===== src/rtl/imem_loader.sv =====
// Boot loader / access controller for the 256x8 instruction memory.
// Latency: one cycle per accepted byte; CPU released the cycle after FIN.
// Backpressure: rx_ready high only in LEN/LOAD/CHECK; bytes offered in IDLE/FIN wait.
//
// Ports:
//   clock, reset          system clock, synchronous active-high reset
//   start                 one-cycle load request (honoured only in IDLE)
//   rx_valid/rx_data      framed byte stream: length, payload, XOR checksum
//   rx_ready              loader can take a byte this cycle
//   cpu_pc                CPU fetch address, routed to memory when not busy
//   mem_addr/mem_w_data/mem_w_en   instruction memory port
//   cpu_reset             CPU/fetch reset (also read-zero reset of the memory)
//   busy, done, load_err  status: session active, success pulse, sticky error
//   bytes_loaded          payload bytes written in the current or last session
module imem_loader #(
  parameter bit BOOT_HOLD = 1'b1
) (
  input  logic       clock,
  input  logic       reset,
  input  logic       start,
  input  logic       rx_valid,
  input  logic [7:0] rx_data,
  output logic       rx_ready,
  input  logic [7:0] cpu_pc,
  output logic [7:0] mem_addr,
  output logic [7:0] mem_w_data,
  output logic       mem_w_en,
  output logic       cpu_reset,
  output logic       busy,
  output logic       done,
  output logic       load_err,
  output logic [8:0] bytes_loaded
);

  typedef enum logic [2:0] {
    S_IDLE,
    S_LEN,
    S_LOAD,
    S_CHECK,
    S_FIN
  } state_t;

  state_t     state;
  logic [7:0] ptr;
  logic [8:0] remaining;   // 9 bits so a length byte of 0x00 can stand for 256
  logic [7:0] acc;
  logic       hold;
  logic       xfer;

  assign xfer = rx_valid & rx_ready;

  always_ff @(posedge clock) begin
    if (reset) begin
      state        <= S_IDLE;
      ptr          <= 8'd0;
      remaining    <= 9'd0;
      acc          <= 8'd0;
      bytes_loaded <= 9'd0;
      load_err     <= 1'b0;
      done         <= 1'b0;
      hold         <= BOOT_HOLD;
    end else begin
      done <= 1'b0;
      case (state)
        S_IDLE: begin
          if (start) begin
            state        <= S_LEN;
            hold         <= 1'b1;
            load_err     <= 1'b0;
            bytes_loaded <= 9'd0;
            acc          <= 8'd0;
          end
        end
        S_LEN: begin
          if (xfer) begin
            remaining <= (rx_data == 8'd0) ? 9'd256 : {1'b0, rx_data};
            ptr       <= 8'd0;
            acc       <= rx_data;   // checksum covers the length byte too
            state     <= S_LOAD;
          end
        end
        S_LOAD: begin
          if (xfer) begin
            ptr          <= ptr + 8'd1;
            remaining    <= remaining - 9'd1;
            acc          <= acc ^ rx_data;
            bytes_loaded <= bytes_loaded + 9'd1;
            if (remaining == 9'd1) begin
              state <= S_CHECK;
            end
          end
        end
        S_CHECK: begin
          if (xfer) begin
            if (rx_data == acc) begin
              state <= S_FIN;
              done  <= 1'b1;        // registered so it is high for the FIN cycle only
            end else begin
              load_err <= 1'b1;     // hold stays set: a bad image never runs
              state    <= S_IDLE;
            end
          end
        end
        S_FIN: begin
          hold  <= 1'b0;
          state <= S_IDLE;
        end
        default: state <= S_IDLE;
      endcase
    end
  end

  assign busy       = (state != S_IDLE);
  assign rx_ready   = (state == S_LEN) || (state == S_LOAD) || (state == S_CHECK);
  assign cpu_reset  = reset | hold | busy;
  assign mem_addr   = busy ? ptr : cpu_pc;
  assign mem_w_en   = (state == S_LOAD) && rx_valid;
  assign mem_w_data = (state == S_LOAD) ? rx_data : 8'd0;

endmodule


===== config.mk =====
export PLATFORM = sky130hd
export DESIGN_NAME = imem_loader
export DESIGN_NICKNAME = d
export VERILOG_FILES = /design/src/rtl/imem_loader.sv
export SDC_FILE = /design/constraint.sdc
export NUM_CORES = 1
export LEC_CHECK = 0
export CORE_UTILIZATION = 40
export DETAILED_ROUTE_END_ITERATION = 10
export GPL_TIMING_DRIVEN = 1
export HOLD_SLACK_MARGIN = 0.06
export PLACE_DENSITY = 0.69
export SLEW_MARGIN = 30
export SYNTH_ARGS = -nofsm -noshare
export SYNTH_HDL_FRONTEND = slang
export SYNTH_SLANG_ARGS = --single-unit

===== constraint.sdc =====
create_clock -name clock -period 1.7 [get_ports clock]
set_input_delay 0.17 -clock clock [delete_from_list [all_inputs] [get_ports clock]]
set_output_delay 0.17 -clock clock [all_outputs]
set_load 0.01 [all_outputs]

=== Word level (Yosys, flattened, before mapping) ===
Index checks and enable logic that the tools add are counted.

* Word-level logic and storage cells: 77
* Output and inout port bits: 31
* Bits in registers: 40
* Input bits: 20

* Eq/ne operators: 12
* Bitwise operators: 6
* Mux-type cells: 30
* Reduce and logical (&&, ||, !) cells: 18
* Add/sub/neg operators: 3

{| class="wikitable"
|+ Operators by type and width
! operator !! number
|-
| $mux W8 || 7
|-
| $mux W9 || 5
|-
| $pmux W9 S2 || 2
|-
| $pmux W8 S3 || 1
|-
| $mux W3 || 6
|-
| $pmux W8 S2 || 1
|-
| $ne A2 B2 Y1 const B || 6
|-
| $pmux W3 S4 || 1
|-
| $add A9 B1 Y9 const B || 1
|-
| $eq A9 B1 Y1 const B || 1
|-
| $sub A9 B1 Y9 const B || 1
|-
| $add A8 B1 Y8 const B || 1
|-
| $eq A8 B8 Y1 || 1
|-
| $logic_not A8 Y1 || 1
|-
| $reduce_and A4 Y1 || 2
|-
| $reduce_bool A2 Y1 || 4
|-
| $xor A8 B8 Y8 || 1
|-
| $eq A3 B2 Y1 const B || 2
|-
| $reduce_and A3 Y1 || 2
|-
| $reduce_bool A3 Y1 || 2
|-
| $mux W1 || 5
|-
| $reduce_and A5 Y1 || 1
|-
| $pmux W1 S2 || 2
|-
| $eq A3 B1 Y1 const B || 1
|-
| 9 further kinds || 12
|}

=== Longest topological paths before layout ===
* Word-level depth: 6
* Gate-level depth with buffers: 7
* Mapped depth without buffers: 6

=== Worst setup path before layout ===
OpenSTA, ideal clock, no wires.

* Kind: reg-to-output
* Start point: register state[1]
* End point: output port cpu_reset
* Slack: 0.245 ns
* Arrival time: 1.285 ns
* Data required time: 1.530 ns
* Buffers on the path: 2
* Stages on the path, launching flop included: 6
* Path through: dfxtp_1 > buf_6 > nor3_1 > inv_1 > clkbuf_1 > or3_1

* Longest elaborated chain between the ends: 2

{| class="wikitable"
|+ Ends and longest elaborated chain
! item !! RTL line !! text
|-
| start: declaration || 43 || <nowiki>state_t state;</nowiki>
|-
| start signal: assignment || 54 || <nowiki>state <= S_IDLE;</nowiki>
|-
| start signal: assignment || 67 || <nowiki>state <= S_LEN;</nowiki>
|-
| start signal: assignment || 79 || <nowiki>state <= S_LOAD;</nowiki>
|-
| $reduce_bool A3 Y1 || 113 || <nowiki>assign busy = (state != S_IDLE);</nowiki>
|-
| net busy || 29 || <nowiki>output logic busy,</nowiki>
|-
| $or A1 B1 Y1 || 115 || <nowiki>assign cpu_reset = reset | hold | busy;</nowiki>
|-
| end: declaration || 28 || <nowiki>output logic cpu_reset,</nowiki>
|}

The timed path passes the listed nets, and every way through them passes these cells.

=== Final worst setup path ===
* Start point: register state[0]
* End point: output port mem_w_data[4]

* Longest elaborated chain between the ends: 2

{| class="wikitable"
|+ Ends and longest elaborated chain
! item !! RTL line !! text
|-
| $eq A3 B2 Y1 || 118 || <nowiki>assign mem_w_data = (state == S_LOAD) ? rx_data : 8'd0;</nowiki>
|-
| $mux W8 || 118 ||
|-
| end: declaration || 26 || <nowiki>output logic [7:0] mem_w_data,</nowiki>
|}

No other way between the ends.

==> flow_summary_export.csv <==
group,metric,value,unit
placed_design,hpwl,4.91,mm
critical_path,worst_path_most_repeated_cell,"buf_6",
critical_path,crit_chain,"buf_6, nor3b_4, buf_6, buf_4, and2_1, clkdlybuf4s15_2",
clocking,cts_tree,"done",
floorplan,num_io_pins,51,
clocking,clkLatencyLatePin,0.30,ns
sta,setup_violations,2,
sta,maxSlewViolCount,0,
logic_synthesis,synthArstFlopShare,0,%
floorplan,dieArea,6500,um2
route,vias,2625,
grt,globalRouteOverflowTotal,0,
logic_synthesis,yosys.area_share.simple,30.8,%
floorplan,die_y,80.6,um
layout,diodes,0,
critical_path,cp-start-kind,"register",
critical_path,cpPeakStageDelay,0.35,ns
layout,area_delta_synth_final,38.6,%
layout,layout_commonest_cell,"buf_4",
layout,layout.nets,424,
route,drc_errors,0,
critical_path,cp_max_fo,6,
clocking,clk_path_buf_depth,2,
clocking,cts.sinks,40,
layout,ff_latch_area,805,um2
grt,grt_max_degree,37,
sta,fin_ws,-0.00854,ns
floorplan,rows,28,
layout,multiInputGateArea,1560,um2
min_path,hold_class,"reg2reg",
grt,grtUsageMet3,4.43,%
logic_synthesis,ys_seq_area_share,32.4,%
sta,fin_crit_sh,101,%
critical_path,worstPathRequired,1.53,ns
logic_synthesis,synth_top_family_by_area,"simple AND/OR/NAND/NOR gates",
logic_synthesis,yosys.area_share.adder,2.02,%
critical_path,cp.arrival,1.54,ns
route,drt_iter0_drc,123,
layout,final_util,57.6,%
sta,rsz0062_at_grt,"true",
logic_synthesis,synth_edf_count,0,
layout,fillCellCount,568,
layout,stdcell_count,476,
outcome,outcome,"complete, but fails checks",
critical_path,cp-end-kind,"primary output",
layout,final_cell_mix,"buf_4 (45), nand2_1 (42), dfxtp_1 (37)",
outcome,failed_checks,"negative setup slack",
critical_path,reg2reg_slack,0.11,ns
route,viasPerCell,5.51,
sta,slew-limit-headroom,75.7,%
logic_synthesis,synth_cell_type_count,61,
sta,tightest_slew,0.355,ns
grt,met2_usage,36.1,%
logic_synthesis,synth_area_per_cell,7.83,um2
critical_path,cp_slowest_cell,"dfxtp_2",
placed_design,place_congestion,0.829,
sta,layout_min_cycle_time,1.71,ns
route,totalWireLength,6.82,mm
sta,fmax,0.585,GHz
critical_path,worst-setup-path-type,"reg2out",
power_and_ir_drop,vdd_ir_drop_max,0.374,mV
route,drt-pass1-iter-count,4,
grt,grtUsageMet1,28.3,%
power_and_ir_drop,power,0.00253,W
sta,finalHoldViolCount,0,
grt,grt_pass1_vias,2382,
grt,grt.busiest_layer,"met2",
route,antenna_left,0,
logic_synthesis,synth-compound-area-share,23.1,%
grt,grt_usage,22.3,%
clocking,postCtsHoldBufs,0,
critical_path,path_buf_inv,4,
clocking,path_clk_slew,0.08,ns
route,routedWlPerCell,14.3,um
placed_design,io_buffers,50,
logic_synthesis,ys_ff_latch,40,
clocking,cts_max_level,2,
logic_synthesis,yosys_warnings,0,
floorplan,fp.dieW,80.6,um
placed_design,dpl.cell_count,461,
clocking,cts_buffers,5,
grt,grt_pass1_wl,11.1,mm
logic_synthesis,ys_dominant_reg_cell,"dfxtp_1",
logic_synthesis,synth_area,2470,um2
clocking,ctsRootBufferMaster,"clkbuf_8",
logic_synthesis,syn-num-nets,340,
floorplan,core-area,5960,um2
grt,grt_antenna_before_repair,0,
flow_run,drv_cap,0,
power_and_ir_drop,pwr_density_cell,738,nW/um2
sta,fin_skew,0.00490,ns
placed_design,dpl_worst_slack,-0.0940,ns
logic_synthesis,synthMuxAreaShare,1.01,%
floorplan,start_util,41.5,%
sta,whs,0.500,ns
logic_synthesis,synth_xor_area_share,5.31,%
layout,drive_gt1_share,19.0,%
logic_synthesis,synth_cells,316,
critical_path,cp_top_family,"buffers and inverters",
power_and_ir_drop,leakage,1.39,nW
-- cell families after synthesis --
logic type               after synthesis
buffers and inverters                 26
adder cells (fa/ha/maj)                4
XOR/XNOR                              15
AO/OA/AOI/OAI                         92
AND/OR/NAND/NOR                      137
multiplexers                           2
flip-flops                            40
-- final timing paths --
kind                              startpoint             to  depth (start not counted)
worst max-delay path                state[0]  mem_w_data[4]                          6
worst min-delay path            remaining[7]   remaining[7]                          1
worst max register to register      state[1]   remaining[8]                          6
worst min register to register  remaining[7]   remaining[7]                          1
-- Yosys cell counts (all sizes together) (5+ instances only) --
master | instances | area share (%)
nand3b | 5 | 1.5
xor2 | 14 | 5.0
nand3 | 6 | 1.4
clkbuf | 6 | 0.91
nand2b | 5 | 1.3
a21oi | 29 | 5.9
nor3 | 8 | 2.1
a31oi | 7 | 1.8
nor2 | 27 | 4.3
nand2 | 42 | 6.4
nand4 | 6 | 1.5
buf | 14 | 3.6
o21ai | 27 | 5.5
nor4 | 5 | 1.3
and2 | 11 | 2.8
dfxtp | 40 | 32
inv | 5 | 0.76
-- what timing repair did --
item / 4_1_cts / 5_1_grt
pin swaps: 1 / 0
setup buffers: 7 / 0
resized for setup: 36 / 7
setup endpoints to repair: 20 / 19
hold endpoints to repair: 0 / 0
-- through the flow --
stage | setup TNS, ns | cell area, um2
5_1_grt | -0.853 | 3430
3_3_place_gp | -0.257 | 3260
4_1_cts | 0 | 3410
6_report | -0.0152 | 3430
2_1_floorplan | 0 | 2470
3_5_place_dp | -0.921 | 3260
-- layout make-up --
| type | count | area share, % |
|---|---|---|
| multi-input cells | 250 | 45.6 |
| clock buffers | 6 | 2.12 |
| inverters | 6 | 0.657 |
| clock inverters | 2 | 1.02 |
| flip-flops and latches | 40 | 23.5 |
| repair buffers | 97 | 24.4 |
| well taps | 75 | 2.74 |
-- registers in the layout (all words and copies together), names as in the netlist --
signal	count
acc	8
bytes_loaded	9
done	1
hold	1
load_err	1
ptr	8
remaining	9
state	3
-- routing by layer --
metal | share of wire, % | wire, um | up-vias
li1 | - | - | 1312
met2 | 46 | 3170 | 96
met1 | 45 | 3090 | 1203
met3 | 6.1 | 414 | 14
met5 | 0 | 0 | -
met4 | 2.2 | 150 | 0
-- where the power goes --
group | switching (W) | internal [W]
Clock | 0.000353 | 0.000436
Combinational | 0.000364 | 0.000350
Sequential | 0.0000509 | 0.000978
Power figures use the tool's default switching activity.
